## config.mk

```make
export PLATFORM = sky130hd
export DESIGN_NAME = alu_issue_seq_flat
export DESIGN_NICKNAME = d
export VERILOG_FILES = /design/src/rtl/alu_issue_seq_pkg.sv /design/src/rtl/alu_issue_seq_if.sv /design/src/rtl/alu_issue_seq_regfile.sv /design/src/rtl/alu_issue_seq.sv /design/src/flat_wrapper.sv
export SDC_FILE = /design/constraint.sdc
export NUM_CORES = 1
export LEC_CHECK = 0
export BUFFER_PORTS_ARGS = -buffer_cell sky130_fd_sc_hd__buf_2
export CAP_MARGIN = 20
export CORE_ASPECT_RATIO = 0.6
export CORE_UTILIZATION = 50
export CTS_BUF_LIST = sky130_fd_sc_hd__clkbuf_4
export DETAILED_ROUTE_END_ITERATION = 7
export GPL_TIMING_DRIVEN = 1
export PLACE_DENSITY_LB_ADDON = 0.25
export RECOVER_POWER = 25
export SLEW_MARGIN = 10
export SYNTH_ARGS = -nofsm -noshare
export SYNTH_HDL_FRONTEND = slang
export SYNTH_HIERARCHICAL = 1
export SYNTH_SLANG_ARGS = --single-unit
```

## constraint.sdc

```tcl
create_clock -name clk -period 4.93 [get_ports clk]
set_input_delay 0.493 -clock clk [delete_from_list [all_inputs] [get_ports clk]]
set_output_delay 0.493 -clock clk [all_outputs]
set_load 0.005 [all_outputs]
```

## src/rtl/alu_issue_seq_pkg.sv

```systemverilog
// Shared definitions for the ALU issue stage: op codes, flag bit positions,
// FSM state type and the op-legality check.
package alu_defs;

  localparam logic [3:0] OP_AND = 4'b0000;
  localparam logic [3:0] OP_OR  = 4'b0001;
  localparam logic [3:0] OP_XOR = 4'b0010;
  localparam logic [3:0] OP_NOR = 4'b0011;
  localparam logic [3:0] OP_ADD = 4'b0101;
  localparam logic [3:0] OP_SUB = 4'b0110;
  localparam logic [3:0] OP_SLT = 4'b0111;
  localparam logic [3:0] OP_SRL = 4'b1000;
  localparam logic [3:0] OP_SLL = 4'b1001;
  localparam logic [3:0] OP_SRA = 4'b1010;

  localparam int FLAG_OVF = 2;
  localparam int FLAG_EQ  = 1;
  localparam int FLAG_Z   = 0;

  typedef enum logic [1:0] {
    ST_IDLE = 2'd0,
    ST_EXEC = 2'd1,
    ST_RESP = 2'd2
  } state_e;

  function automatic logic op_legal(input logic [3:0] op);
    logic legal;
    case (op)
      OP_AND, OP_OR, OP_XOR, OP_NOR, OP_ADD,
      OP_SUB, OP_SLT, OP_SRL, OP_SLL, OP_SRA: legal = 1'b1;
      default:                                legal = 1'b0;
    endcase
    return legal;
  endfunction

endpackage

```

## src/rtl/alu_issue_seq_if.sv

```systemverilog
// Command, ALU, response and debug signals of the issue stage. The slave
// modport is the issue stage itself; master is its surrounding environment.
interface alu_issue_seq_if #(
  parameter int RA_W = 4
);

  logic            cmd_valid;
  logic            cmd_ready;
  logic [3:0]      cmd_op;
  logic [RA_W-1:0] cmd_rd;
  logic [RA_W-1:0] cmd_rs;
  logic [RA_W-1:0] cmd_rt;
  logic            cmd_imm_sel;
  logic [31:0]     cmd_imm;

  logic [31:0]     alu_X;
  logic [31:0]     alu_Y;
  logic [3:0]      alu_op;
  logic [31:0]     alu_Z;
  logic            alu_overflow;
  logic            alu_equal;
  logic            alu_zero;

  logic            rsp_valid;
  logic            rsp_ready;
  logic [31:0]     rsp_data;
  logic [2:0]      rsp_flags;
  logic            rsp_err;

  logic [RA_W-1:0] dbg_addr;
  logic [31:0]     dbg_data;

  modport slave (
    input  cmd_valid, cmd_op, cmd_rd, cmd_rs, cmd_rt, cmd_imm_sel, cmd_imm,
    input  alu_Z, alu_overflow, alu_equal, alu_zero,
    input  rsp_ready, dbg_addr,
    output cmd_ready, alu_X, alu_Y, alu_op,
    output rsp_valid, rsp_data, rsp_flags, rsp_err, dbg_data
  );

  modport master (
    output cmd_valid, cmd_op, cmd_rd, cmd_rs, cmd_rt, cmd_imm_sel, cmd_imm,
    output alu_Z, alu_overflow, alu_equal, alu_zero,
    output rsp_ready, dbg_addr,
    input  cmd_ready, alu_X, alu_Y, alu_op,
    input  rsp_valid, rsp_data, rsp_flags, rsp_err, dbg_data
  );

endinterface

```

## src/rtl/alu_issue_seq_regfile.sv

```systemverilog
// NUM_REGS x 32 register file: two operand read ports, one debug read port,
// one synchronous write port; r0 is hardwired to zero.
module alu_regfile #(
  parameter int NUM_REGS = 16,
  parameter int RA_W     = 4
) (
  input  logic            clk,
  input  logic            rst_n,
  input  logic            we_i,
  input  logic [RA_W-1:0] waddr_i,
  input  logic [31:0]     wdata_i,
  input  logic [RA_W-1:0] raddr_a_i,
  output logic [31:0]     rdata_a_o,
  input  logic [RA_W-1:0] raddr_b_i,
  output logic [31:0]     rdata_b_o,
  input  logic [RA_W-1:0] dbg_addr_i,
  output logic [31:0]     dbg_data_o
);

  logic [31:0] mem_q [NUM_REGS];

  always_ff @(posedge clk) begin
    if (!rst_n) begin
      for (int i = 0; i < NUM_REGS; i++) begin
        mem_q[i] <= '0;
      end
    end else if (we_i && (waddr_i != '0)) begin
      mem_q[waddr_i] <= wdata_i;
    end
  end

  // Address 0 is forced to zero on every read port regardless of storage.
  assign rdata_a_o  = (raddr_a_i  == '0) ? '0 : mem_q[raddr_a_i];
  assign rdata_b_o  = (raddr_b_i  == '0) ? '0 : mem_q[raddr_b_i];
  assign dbg_data_o = (dbg_addr_i == '0) ? '0 : mem_q[dbg_addr_i];

endmodule

```

## src/rtl/alu_issue_seq.sv

```systemverilog
// Serial issue stage in front of the 32-bit ALU: reads operands, drives the
// ALU, captures Z and flags, writes Z back and returns a response.
module alu_issue_seq
  import alu_defs::*;
#(
  parameter int NUM_REGS = 16,
  parameter int RA_W     = 4
) (
  input logic            clk,
  input logic            rst_n,
  alu_issue_seq_if.slave bus
);

  state_e          state_q;
  logic            cmd_ready_q;
  logic            rsp_valid_q;
  logic [31:0]     rsp_data_q;
  logic [2:0]      rsp_flags_q;
  logic            rsp_err_q;
  logic [31:0]     alu_x_q;
  logic [31:0]     alu_y_q;
  logic [3:0]      alu_op_q;
  logic [RA_W-1:0] rd_q;

  logic [31:0]     rs_data;
  logic [31:0]     rt_data;
  logic            wb_en;

  // The ALU result is only valid while EXEC presents the latched operands.
  assign wb_en = (state_q == ST_EXEC);

  alu_regfile #(
    .NUM_REGS (NUM_REGS),
    .RA_W     (RA_W)
  ) u_regfile (
    .clk        (clk),
    .rst_n      (rst_n),
    .we_i       (wb_en),
    .waddr_i    (rd_q),
    .wdata_i    (bus.alu_Z),
    .raddr_a_i  (bus.cmd_rs),
    .rdata_a_o  (rs_data),
    .raddr_b_i  (bus.cmd_rt),
    .rdata_b_o  (rt_data),
    .dbg_addr_i (bus.dbg_addr),
    .dbg_data_o (bus.dbg_data)
  );

  always_ff @(posedge clk) begin
    if (!rst_n) begin
      state_q     <= ST_IDLE;
      cmd_ready_q <= 1'b1;
      rsp_valid_q <= 1'b0;
      rsp_data_q  <= '0;
      rsp_flags_q <= '0;
      rsp_err_q   <= 1'b0;
      alu_x_q     <= '0;
      alu_y_q     <= '0;
      alu_op_q    <= '0;
      rd_q        <= '0;
    end else begin
      case (state_q)
        ST_IDLE: begin
          if (bus.cmd_valid && cmd_ready_q) begin
            cmd_ready_q <= 1'b0;
            if (op_legal(bus.cmd_op)) begin
              alu_x_q  <= rs_data;
              alu_y_q  <= bus.cmd_imm_sel ? bus.cmd_imm : rt_data;
              alu_op_q <= bus.cmd_op;
              rd_q     <= bus.cmd_rd;
              state_q  <= ST_EXEC;
            end else begin
              // Rejected commands skip the ALU and answer one cycle early.
              rsp_err_q   <= 1'b1;
              rsp_data_q  <= '0;
              rsp_flags_q <= '0;
              rsp_valid_q <= 1'b1;
              state_q     <= ST_RESP;
            end
          end
        end
        ST_EXEC: begin
          rsp_data_q            <= bus.alu_Z;
          rsp_flags_q[FLAG_OVF] <= bus.alu_overflow;
          rsp_flags_q[FLAG_EQ]  <= bus.alu_equal;
          rsp_flags_q[FLAG_Z]   <= bus.alu_zero;
          rsp_err_q             <= 1'b0;
          rsp_valid_q           <= 1'b1;
          state_q               <= ST_RESP;
        end
        ST_RESP: begin
          if (bus.rsp_ready) begin
            rsp_valid_q <= 1'b0;
            cmd_ready_q <= 1'b1;
            state_q     <= ST_IDLE;
          end
        end
        default: begin
          rsp_valid_q <= 1'b0;
          cmd_ready_q <= 1'b1;
          state_q     <= ST_IDLE;
        end
      endcase
    end
  end

  assign bus.cmd_ready = cmd_ready_q;
  assign bus.rsp_valid = rsp_valid_q;
  assign bus.rsp_data  = rsp_data_q;
  assign bus.rsp_flags = rsp_flags_q;
  assign bus.rsp_err   = rsp_err_q;
  assign bus.alu_X     = alu_x_q;
  assign bus.alu_Y     = alu_y_q;
  assign bus.alu_op    = alu_op_q;

endmodule

```

## src/flat_wrapper.sv

```systemverilog
// flat-port wrapper written by rule: the top's interface ports become plain ports
module alu_issue_seq_flat import alu_defs::*;
#(
  parameter int NUM_REGS = 16,
  parameter int RA_W     = 4
)
  (clk, rst_n, bus_cmd_valid, bus_cmd_op, bus_cmd_rd, bus_cmd_rs, bus_cmd_rt, bus_cmd_imm_sel, bus_cmd_imm, bus_alu_Z, bus_alu_overflow, bus_alu_equal, bus_alu_zero, bus_rsp_ready, bus_dbg_addr, bus_cmd_ready, bus_alu_X, bus_alu_Y, bus_alu_op, bus_rsp_valid, bus_rsp_data, bus_rsp_flags, bus_rsp_err, bus_dbg_data);
  alu_issue_seq_if #(.RA_W(RA_W)) bus_i ();
  input logic clk;
  input logic rst_n;
  input wire logic [$bits(bus_i.cmd_valid)-1:0] bus_cmd_valid;
  input wire logic [$bits(bus_i.cmd_op)-1:0] bus_cmd_op;
  input wire logic [$bits(bus_i.cmd_rd)-1:0] bus_cmd_rd;
  input wire logic [$bits(bus_i.cmd_rs)-1:0] bus_cmd_rs;
  input wire logic [$bits(bus_i.cmd_rt)-1:0] bus_cmd_rt;
  input wire logic [$bits(bus_i.cmd_imm_sel)-1:0] bus_cmd_imm_sel;
  input wire logic [$bits(bus_i.cmd_imm)-1:0] bus_cmd_imm;
  input wire logic [$bits(bus_i.alu_Z)-1:0] bus_alu_Z;
  input wire logic [$bits(bus_i.alu_overflow)-1:0] bus_alu_overflow;
  input wire logic [$bits(bus_i.alu_equal)-1:0] bus_alu_equal;
  input wire logic [$bits(bus_i.alu_zero)-1:0] bus_alu_zero;
  input wire logic [$bits(bus_i.rsp_ready)-1:0] bus_rsp_ready;
  input wire logic [$bits(bus_i.dbg_addr)-1:0] bus_dbg_addr;
  output wire logic [$bits(bus_i.cmd_ready)-1:0] bus_cmd_ready;
  output wire logic [$bits(bus_i.alu_X)-1:0] bus_alu_X;
  output wire logic [$bits(bus_i.alu_Y)-1:0] bus_alu_Y;
  output wire logic [$bits(bus_i.alu_op)-1:0] bus_alu_op;
  output wire logic [$bits(bus_i.rsp_valid)-1:0] bus_rsp_valid;
  output wire logic [$bits(bus_i.rsp_data)-1:0] bus_rsp_data;
  output wire logic [$bits(bus_i.rsp_flags)-1:0] bus_rsp_flags;
  output wire logic [$bits(bus_i.rsp_err)-1:0] bus_rsp_err;
  output wire logic [$bits(bus_i.dbg_data)-1:0] bus_dbg_data;
  assign bus_i.cmd_valid = bus_cmd_valid;
  assign bus_i.cmd_op = bus_cmd_op;
  assign bus_i.cmd_rd = bus_cmd_rd;
  assign bus_i.cmd_rs = bus_cmd_rs;
  assign bus_i.cmd_rt = bus_cmd_rt;
  assign bus_i.cmd_imm_sel = bus_cmd_imm_sel;
  assign bus_i.cmd_imm = bus_cmd_imm;
  assign bus_i.alu_Z = bus_alu_Z;
  assign bus_i.alu_overflow = bus_alu_overflow;
  assign bus_i.alu_equal = bus_alu_equal;
  assign bus_i.alu_zero = bus_alu_zero;
  assign bus_i.rsp_ready = bus_rsp_ready;
  assign bus_i.dbg_addr = bus_dbg_addr;
  assign bus_cmd_ready = bus_i.cmd_ready;
  assign bus_alu_X = bus_i.alu_X;
  assign bus_alu_Y = bus_i.alu_Y;
  assign bus_alu_op = bus_i.alu_op;
  assign bus_rsp_valid = bus_i.rsp_valid;
  assign bus_rsp_data = bus_i.rsp_data;
  assign bus_rsp_flags = bus_i.rsp_flags;
  assign bus_rsp_err = bus_i.rsp_err;
  assign bus_dbg_data = bus_i.dbg_data;
  alu_issue_seq #(.NUM_REGS(NUM_REGS), .RA_W(RA_W)) u_core (.clk(clk), .rst_n(rst_n), .bus(bus_i));
endmodule
```

==> impl_results.md <==
- CTS Buffer Depth: 3
- Length in cells of the worst reg-to-reg path: 5
- Commonest cells in the synthesized netlist: edfxtp_1, and2_1, mux2i_1, mux4_2, nand2_1
- Worst-path cell chain: nand2_1 -> nor4_1 -> clkbuf_1 -> nand2b_2 -> buf_12
- Count of endpoints failing hold in the final timing report: 0
- CTS tree: built
- Area of the core region: 66860 um^2
- Hpwl dp: 73580 um
- Antenna violations before repair: 6
- Post-synthesis cell area: 34130 um^2
- Pins Over Slew Limit: 157
- Final clock skew: 0.07180 ns
- CTS Buf Count: 148
- Arrival time at the worst endpoint: 4.59 ns
- Share of synthesized area occupied by flip-flops and latches: between 40% and 50%
- Site Rows: 73
- Total nets after synthesis: roughly 2800
- Worst Max-Slew Pin Slew: 2.756 ns
- Initial standard-cell utilization of the core: 51.05%
- Area of the die: 69350 um^2
- Wire length of the first global-routing pass: 174100 um
- Most frequently used cell type in the post-synthesis netlist: edfxtp_1
- Area used by multi-input combinational logic: between 15000 and 20000 um^2
- Number of fillers in the final layout: 5527
- Core occupancy in the finished layout: 57.83%
- Via count of the first global-routing pass: 26020
- Yosys top cell area share: 42.32%
- Worst hold slack after final layout: 0.2002 ns
- Post-Syn Area per Cell: 12.61 um^2
- Final Non-Filler Cells: 4003
- Cell types occupying the most area after synthesis: edfxtp_1, mux4_2, mux2i_1
- Total congestion overflow: 0
- Largest delay share family, worst path: simple AND/OR/NAND/NOR gates
- TritonRoute pass-1 iters: 5
- Number of buffers added on ports: 229
- Setup repair after global routing missed its margin: no
- Via-to-Cell Ratio: 6.601
- Critical Path RT: 5.52 ns
- Global placement routability congestion: 0.8990
- Max Freq: between 200 and 300 MHz
- Number of endpoints failing setup at the final stage: 0
- Crit Reg-Reg Endpoint: u_core/u_regfile/mem_q[12][16]
- Endpoint class of the critical path: flip-flop
- Status: finished with violations
- Post-CTS sizing: 0
- Leak pwr: about 15 nW
- Number of levels in the clock H-tree: 4
- Synth warnings: 6
- Crit path max-delay cell type: clkbuf_1
- Number of different library cells in the post-synthesis netlist: between 40 and 50
- Leading register cell type out of synthesis: edfxtp_1
- Minimum period implied by the final worst setup slack: 3.996 ns
- Routed Wire Length: 121200 um
- Maximum fanout encountered on the critical timing path: 19
- Overall fraction of global-route tracks in use: between 30% and 40%
- Total number of vias: 26430
- Startpoint of the most critical setup path: u_core/rd_q[2]
- Min-Delay Path Depth: 3
- Setup TNS: 0 ns
- Biggest cell delay along the critical path: around 1.1 ns
- Buffers & Inverters on Critical Path: 2
- Top-Level Pins: 230
- Clock Latency Late Sink: 0.94 ns
- DRC violation count after routing: 0
- Hold Crit Class: input pin to flip-flop
- Placed instance count: ~3600
- Pin count of the biggest net entering global routing: 84
- Clock slew at the register clock pins of the worst setup and hold paths: 0.08 ns
- Power per Cell Area: 308.3 nW/um^2
- Worst vdd rail ir drop: approximately 180 uV
- Number of flip-flops and latches in the synthesized netlist: ~590
- Final clock period utilization by the worst path: between 80% and 90%
- Area overhead of the layout relative to synthesis: 13.27%
- Worst reg2reg startpoint: u_core/rd_q[2]
- Violated checks: capacitance limit, slew limit
- Layout cells sized above 1: 25.45%
- Total of max-cap violations: 6
- Number of sinks on the clock net: 593
- Category of the critical setup timing path: flip-flop to flip-flop
- Share of synthesized registers carrying an async set or reset: 0%
- Sequential cell area: 16690 um^2
- Largest area contributor in the netlist: edfxtp_1
- Min-Delay Endpoint: u_core/bus.alu_X[27]
- Hold Startpoint: rst_n
- Height of the die: 204.4 um
- # nets final: approximately 3100
- Final total power: 11.92 mW
- Relative max-transition margin: -83.70%
- Root buffer selected by CTS: clkbuf_4
- Post-synthesis cell count: 2706
- Iteration-0 DRC Markers: 3944
- Register-to-register path setup slack: 0.93 ns
- Antenna Violating Nets Remaining: 0
- Chip width: around 340 um
- Count of flip-flops with a built-in enable after synthesis: 481
- Drt wl/cell: 30.29 um
- Critical path startpoint category: flip-flop
==> tightest hold or removal path, stage by stage <==
cell      delay [ns]
clkbuf_8        0.32
nand2_1         0.17
mux2i_1         0.05
==> registers in the layout (all words and copies together) (netlist names) <==
signal / flops
u_core/state_q: 2
u_core/bus.alu_op: 4
u_core/rd_q: 4
u_core/bus.cmd_ready: 1
u_core/u_regfile/mem_q: 481
u_core/bus.alu_Y: 32
u_core/bus.rsp_err: 1
u_core/bus.rsp_flags: 3
u_core/bus.rsp_data: 32
u_core/bus.alu_X: 32
u_core/bus.rsp_valid: 1
==> repair_timing <==
item,in CTS,in global routing
buffers inserted,0,0
hold endpoints to repair,102,0
endpoints found under the setup margin,0,0
hold buffers,77,0
==> metrics by stage <==
step,setup WS (ns),instance area [um^2]
floorplan,1.059,34130
global placement,1.498,35950
detailed placement,1.463,36020
CTS,1.452,38790
global route,0.9334,38660
finish,0.9342,38660
==> cell type report <==
type / instances / area share [%]
Antenna cell: 3 / 0.01942
Tap cell: 900 / 2.913
Sequential cell: 593 / 43.16
Timing Repair Buffer: 393 / 6.864
Clock buffer: 234 / 4.544
Multi-Input combinational cell: 1836 / 41.84
Clock inverter: 40 / 0.6246
Inverter: 4 / 0.03883
==> metal layers <==
| layer | vias to the layer above | track usage, % | part of all wire [%] |
|---|---|---|---|
| li1 | 10940 | - | - |
| met1 | 13040 | 49.59 | 40 |
| met2 | 2150 | 49.23 | 42 |
| met3 | 290 | 10.84 | 15 |
| met4 | 0 | 11.81 | 2.9 |
| met5 | - | 0 | 0 |
==> power breakdown <==
| group | total [mW] | switching (mW) | leakage, nW | internal, mW |
|---|---|---|---|---|
| registers | 5.75 | 0.157 | 5.88 | 5.59 |
| logic | 1.69 | 1.01 | 8.00 | 0.685 |
| clock network | 4.48 | 2.16 | 1.19 | 2.32 |
==> worst max path at each step <==
| stage | end | slack, ns | cells after the start |
|---|---|---|---|
| final | u_core/u_regfile/mem_q[12][16] | 0.93 | 5 |
| after global routing | u_core/u_regfile/mem_q[12][16] | 0.93 | 5 |
| after CTS | bus_dbg_data[24] | 1.45 | 7 |
| after detailed placement | bus_dbg_data[24] | 1.46 | 7 |
| after global placement | bus_dbg_data[24] | 1.50 | 7 |
| after floorplan | u_core/u_regfile/mem_q[11][0] | 1.06 | 5 |
==> cells in the final DEF, fill, tap and decap left out, drive strengths merged, types with 2 or more instances in the layout <==
cell type / netlist / final
nor4: 3 / 3
o2bb2ai: 35 / 35
a2111oi: 60 / 60
dfxtp: 112 / 112
clkbuf: 161 / 312
nand3: 37 / 37
o21ai: 14 / 14
o22ai: 124 / 124
nand2b: 16 / 16
nand3b: 3 / 3
buf: 112 / 238
diode: 0 / 3
bufinv: 0 / 3
inv: 4 / 8
clkinvlp: 0 / 2
nor2b: 4 / 4
and2: 481 / 481
a31oi: 3 / 3
a22oi: 31 / 31
clkinv: 0 / 31
mux4: 194 / 194
mux2i: 359 / 359
a221o: 33 / 33
a21oi: 66 / 66
nor3b: 3 / 3
nor2: 133 / 133
mux2: 68 / 68
dlygate4sd3: 0 / 77
nand2: 153 / 153
nor3: 4 / 4
edfxtp: 481 / 481
nand4b: 3 / 3
==> logic make-up (layout without fill, tap and decap cells) <==
family / count (synthesis) / in the layout / synth area share, %
other: 1 / 4 / 0.01099
multiplexers: 621 / 621 / 25.57
AO/OA/AOI/OAI: 371 / 371 / 7.757
buffers and inverters: 277 / 671 / 4.128
flip-flops: 593 / 593 / 48.89
AND/OR/NAND/NOR: 843 / 843 / 13.65
Power figures use the tool's default switching activity.
